===== src/rtl/bus_rx_8bit.sv =====
// bus_rx_8bit: receiver for a tri-state shared bus. Strobed words are captured
// into a first-word-fall-through buffer. The block gives back-pressure and
// keeps sticky error flags for overflow and for a strobe on an undriven bus.
// Optional feature: define BUS_RX_PARITY_EN to add even-parity checking
// (bus_parity input, sticky parity_err output).
module bus_rx_8bit #(
    parameter int DATA_WIDTH = 8,
    parameter int FIFO_DEPTH = 4
) (
    input  logic                          clk,
    input  logic                          rst_n,
    input  logic [DATA_WIDTH-1:0]         bus_data,
    input  logic                          bus_en,
    input  logic                          bus_strobe,
    output logic                          bus_busy,
    output logic [DATA_WIDTH-1:0]         rx_data,
    output logic                          rx_valid,
    input  logic                          rx_ready,
    output logic [$clog2(FIFO_DEPTH):0]   fifo_count,
    output logic                          overflow,
    output logic                          float_err,
`ifdef BUS_RX_PARITY_EN
    input  logic                          bus_parity,
    output logic                          parity_err,
`endif
    input  logic                          clr_err
);

    localparam int AW = $clog2(FIFO_DEPTH);
    localparam int CW = AW + 1;
    localparam logic [CW-1:0] FULL_LEVEL = CW'(FIFO_DEPTH);
    localparam logic [CW-1:0] BUSY_LEVEL = CW'(FIFO_DEPTH - 1);

    logic [DATA_WIDTH-1:0] mem [FIFO_DEPTH];
    logic [AW-1:0]         wr_ptr;
    logic [AW-1:0]         rd_ptr;
    logic [CW-1:0]         count;
    logic                  capture;
    logic                  pop;
    logic                  full;
    logic                  accept;
    logic                  overflow_evt;
    logic                  float_evt;

    assign capture      = bus_strobe & bus_en;
    assign rx_valid     = (count != '0);
    assign pop          = rx_valid & rx_ready;
    assign full         = (count == FULL_LEVEL);
    // A full buffer still accepts when the head leaves on the same edge:
    // the write lands in the slot being vacated by the pop.
    assign accept       = capture & (~full | pop);
    assign overflow_evt = capture & full & ~pop;
    assign float_evt    = bus_strobe & ~bus_en;

    assign fifo_count = count;
    assign bus_busy   = (count >= BUSY_LEVEL);
    // Head word falls through; forced to zero when empty so reset clears it.
    assign rx_data    = rx_valid ? mem[rd_ptr] : '0;

    // Buffer storage: write the bus word at the tail on every accepted capture.
    always_ff @(posedge clk) begin
        if (accept) begin
            mem[wr_ptr] <= bus_data;
        end
    end

    // Pointers and occupancy; pointers wrap naturally as depth is a power of two.
    always_ff @(posedge clk or negedge rst_n) begin
        if (!rst_n) begin
            wr_ptr <= '0;
            rd_ptr <= '0;
            count  <= '0;
        end else begin
            if (accept) begin
                wr_ptr <= wr_ptr + 1'b1;
            end
            if (pop) begin
                rd_ptr <= rd_ptr + 1'b1;
            end
            case ({accept, pop})
                2'b10:   count <= count + 1'b1;
                2'b01:   count <= count - 1'b1;
                default: count <= count;
            endcase
        end
    end

    // Sticky error flags: a new event wins over a coincident clear.
    always_ff @(posedge clk or negedge rst_n) begin
        if (!rst_n) begin
            overflow  <= 1'b0;
            float_err <= 1'b0;
        end else begin
            if (overflow_evt) begin
                overflow <= 1'b1;
            end else if (clr_err) begin
                overflow <= 1'b0;
            end
            if (float_evt) begin
                float_err <= 1'b1;
            end else if (clr_err) begin
                float_err <= 1'b0;
            end
        end
    end

`ifdef BUS_RX_PARITY_EN
    logic parity_evt;

    // Even parity: data bits plus parity bit must hold an even number of ones.
    assign parity_evt = capture & (^{bus_data, bus_parity});

    // Sticky parity error; the word itself is stored regardless.
    always_ff @(posedge clk or negedge rst_n) begin
        if (!rst_n) begin
            parity_err <= 1'b0;
        end else if (parity_evt) begin
            parity_err <= 1'b1;
        end else if (clr_err) begin
            parity_err <= 1'b0;
        end
    end
`endif

endmodule


===== config.mk =====
export PLATFORM = sky130hd
export DESIGN_NAME = bus_rx_8bit
export DESIGN_NICKNAME = d
export VERILOG_FILES = /design/src/rtl/bus_rx_8bit.sv
export SDC_FILE = /design/constraint.sdc
export NUM_CORES = 1
export LEC_CHECK = 0
export ABC_CLOCK_PERIOD_IN_PS = 3290
export BUFFER_PORTS_ARGS = -buffer_cell sky130_fd_sc_hd__buf_2
export CAP_MARGIN = 10
export CORE_MARGIN = 1.5
export CORE_UTILIZATION = 45
export CTS_CLUSTER_DIAMETER = 40
export DETAILED_ROUTE_END_ITERATION = 16
export GPL_TIMING_DRIVEN = 1
export PLACE_DENSITY = 0.66
export SLEW_MARGIN = 25
export SYNTH_ARGS = -nofsm -noshare
export SYNTH_HDL_FRONTEND = slang
export SYNTH_SLANG_ARGS = --single-unit

===== constraint.sdc =====
create_clock -name clk -period 3.29 [get_ports clk]
set_input_delay 0.1645 -clock clk [delete_from_list [all_inputs] [get_ports clk]]
set_output_delay 0.1645 -clock clk [all_outputs]
set_load 0.02 [all_outputs]

==> results.ini <==
[status]
status = finished, final reports clean

[clock_tree]
cts_setup_buffers = 0
clk_latency_ns = 0.30
clock_sinks = 41
cts_buffers = 5
cts_root_buf = clkbuf_8
ctsLongestPathBuffers = 2
clkSlewWorstSetupHoldPaths_ns = 0.08
cts_tree = yes
cts.htree.levels = 2

[yosys]
ys.flop_type = edfxtp_1
synth_edf_count = 32
synthArstFlopShare_pct = 22.0
synth-seq-cells = 41
synth_nets = 117
yosys_warnings = 0
yosys-top-cells-area = edfxtp_1 (56%), dfrtp_1 (13%), mux4_2 (10%)
syn_inst = 97
ys_types = 22
syn_area_mm2 = 0.00172
synth.most_common_cell = edfxtp_1
synth_top_cell_by_area = edfxtp_1
avgSynthCellArea_um2 = 17.8
ys_top_cells_by_count = edfxtp_1 (32), and2_1 (9), dfrtp_1 (9), inv_1 (9), mux4_2 (8)
yosys.area.top_type_share_pct = 55.7
yosysSeqAreaShare_pct = 68.8

[cells_and_area]
multiInputGateArea_um2 = 492
register_area_mm2 = 0.00119
fin_nets = 150
area.growth.synth_to_final_pct = 16.5
layout-drive-gt1-share_pct = 39.7
fill_cells = 313
num_antenna_cells = 0

[setup_path]
cp_slowest_cell = or4b_1
max_stage_delay_ns = 0.56
worstSetupEndpointType = flop
required_ns = 3.51
crit_family = simple AND/OR/NAND/NOR gates
worstSetupStartpointType = flop
path_cells = or4b_1 -> nor2b_4 -> inv_1 -> ha_1 -> inv_1 -> fa_1 -> xor2_1 -> nor2_1 -> xor2_1
cp_data_arrival_time_ns = 2.52
critical_path_peak_fanout = 7
critical_path_class = flop to flop
crit_buf_inv = 2

[grt]
grt_max_degree = 14
grt_first_pass_wirelength_um = 4530
grt_antenna_before_repair = 0
use_met2_pct = 26.0
grt_usage_pct = 15.7
grt_pass1_vias = 954
overflow = 0
gr-usage-met1_pct = 18.0
grt_busiest_layer = met2
met3_usage_pct = 5.73

[route]
antenna_left = 0
vias = 913
wire_per_inst_um = 15.9
initialDrtViolationCount = 30
firstDrtPassIters = 4
finalWirelength_um = 2850
remaining_drc_errors = 0
avgViaCountPerCell = 5.10

[floorplan]
dieArea_mm2 = 0.00421
coreArea_mm2 = 0.00366
ios = 29
start_util_pct = 47.1
die_h_um = 64.9
row_count = 22
die_x_um = 64.9

[place]
gp_congestion = 0.738
post-dp-hpwl_um = 1920
io_buffer_count = 28

[pwr]
power_density_mw_per_mm2 = 845
p_leak_nw = 0.791
ir_drop_uv = 342
total_power_mw = 1.70

[timing]
post-route-period-util_pct = 69.9
slew_violations = 0
fin_crit_ns = 2.30
clock.fmax_mhz = 435
max_slew.worst_pin.slew_ns = 0.595
finalHoldViolations = 0
tns_ns = 0
slew_headroom_pct = 60.4
setup_viol = 0
skew_ns = 0.00306
grt_setup_unrepaired = no

[run]
maxCapViolCount = 0

[worst_hold_path]
hp-class = input port to flop

==> worst register-to-register path: stages, from the launching register on <==
cell and delay (ns):
dfrtp_1 0.43, or4b_1 0.56, nor2b_4 0.17, inv_1 0.06, ha_1 0.17, inv_1 0.06, fa_1 0.38, xor2_1 0.15
nor2_1 0.11, xor2_1 0.15
==> metal layers <==
metal / share of wire [%] / up-vias
li1: - / 416
met1: 40 / 468
met2: 53 / 24
met3: 5.3 / 5
met4: 2.0 / 0
met5: 0 / -
==> final timing paths <==
| check | startpoint | slack [ns] | end | depth (start not counted) |
|---|---|---|---|---|
| worst max-delay path | fifo_count[0]$_DFFE_PN0P_ | 0.99 | fifo_count[2]$_DFFE_PN0P_ | 9 |
| worst min-delay path | clr_err | 0.08 | float_err$_DFFE_PN0P_ | 2 |
| worst max register to register | fifo_count[0]$_DFFE_PN0P_ | 0.99 | fifo_count[2]$_DFFE_PN0P_ | 9 |
| worst min register to register | float_err$_DFFE_PN0P_ | 0.53 | float_err$_DFFE_PN0P_ | 2 |
| max in group asynchronous | rst_n | 2.86 | fifo_count[2]$_DFFE_PN0P_ | 2 |
| min in group asynchronous | rst_n | 0.24 | float_err$_DFFE_PN0P_ | 2 |
==> cells in the final DEF (no fill, tap or decap) <==
cell           count
edfxtp_1          32
buf_2             28
inv_1              9
and2_1             9
dfrtp_1            9
mux4_2             8
ha_1               5
clkbuf_8           5
and2_2             4
xnor2_1            3
xor2_1             3
o22ai_1            2
clkinv_2           2
or3_2              1
nand2_1            1
or4b_1             1
nor2b_4            1
a21o_2             1
mux2_4             1
nand3_1            1
nor2_1             1
mux2i_1            1
fa_1               1
clkinvlp_4         1
dlygate4sd3_1      1
==> report_power, final <==
| group | switching (mW) | internal, mW | total [mW] |
|---|---|---|---|
| logic | 0.324 | 0.299 | 0.624 |
| clock network | 0.174 | 0.146 | 0.320 |
| registers | 0.102 | 0.652 | 0.754 |
| total | 0.600 | 1.10 | 1.70 |
==> through the flow <==
| stage | instance area [um2] | hold slack [ns] | utilization (%) | setup slack [ns] | instances |
|---|---|---|---|---|---|
| floorplan | 1720 | -0.131 | - | 1.01 | 97 |
| global placement | 1910 | 0.0265 | 52.2 | 1.05 | 170 |
| detailed placement | 1910 | 0.0323 | 52.2 | 0.998 | 170 |
| CTS | 2010 | 0.0702 | 54.9 | 0.980 | 179 |
| global route | 2010 | 0.0696 | 54.9 | 0.820 | 179 |
| finish | 2010 | 0.0753 | 54.9 | 0.992 | 179 |
==> sequential cells by signal (all words and copies together) (netlist names) <==
name,cells
fifo_count,3
float_err,1
mem,32
overflow,1
rd_ptr,2
wr_ptr,2
==> repair_timing <==
action                    4_1_cts  5_1_grt
resized for setup               0        0
hold buffers                    1        0
hold endpoints to repair        9        0
==> area by class of cell <==
| type | instances | share of cell area, % |
|---|---|---|
| Timing Repair Buffer | 29 | 7.48 |
| Clock inverter | 3 | 0.872 |
| Multi-Input combinational cell | 44 | 24.5 |
| Inverter | 9 | 1.68 |
| Sequential cell | 41 | 59.1 |
| Clock buffer | 5 | 3.43 |
| Tap cell | 48 | 2.99 |
==> kinds of logic (layout without fill, tap and decap cells) <==
| logic type | count (synthesis) | in the layout | synth area share [%] |
|---|---|---|---|
| muxes | 10 | 10 | 11.9 |
| adders and majority gates | 6 | 6 | 4.79 |
| AOI/OAI and AO/OA | 3 | 3 | 1.23 |
| DFF | 41 | 41 | 68.8 |
| buffers and inverters | 12 | 46 | 2.68 |
| and+or+nand+nor | 19 | 19 | 7.55 |
| xor gates and xnor gates | 6 | 6 | 3.05 |
Note: power is estimated with default switching activity, not from simulation.
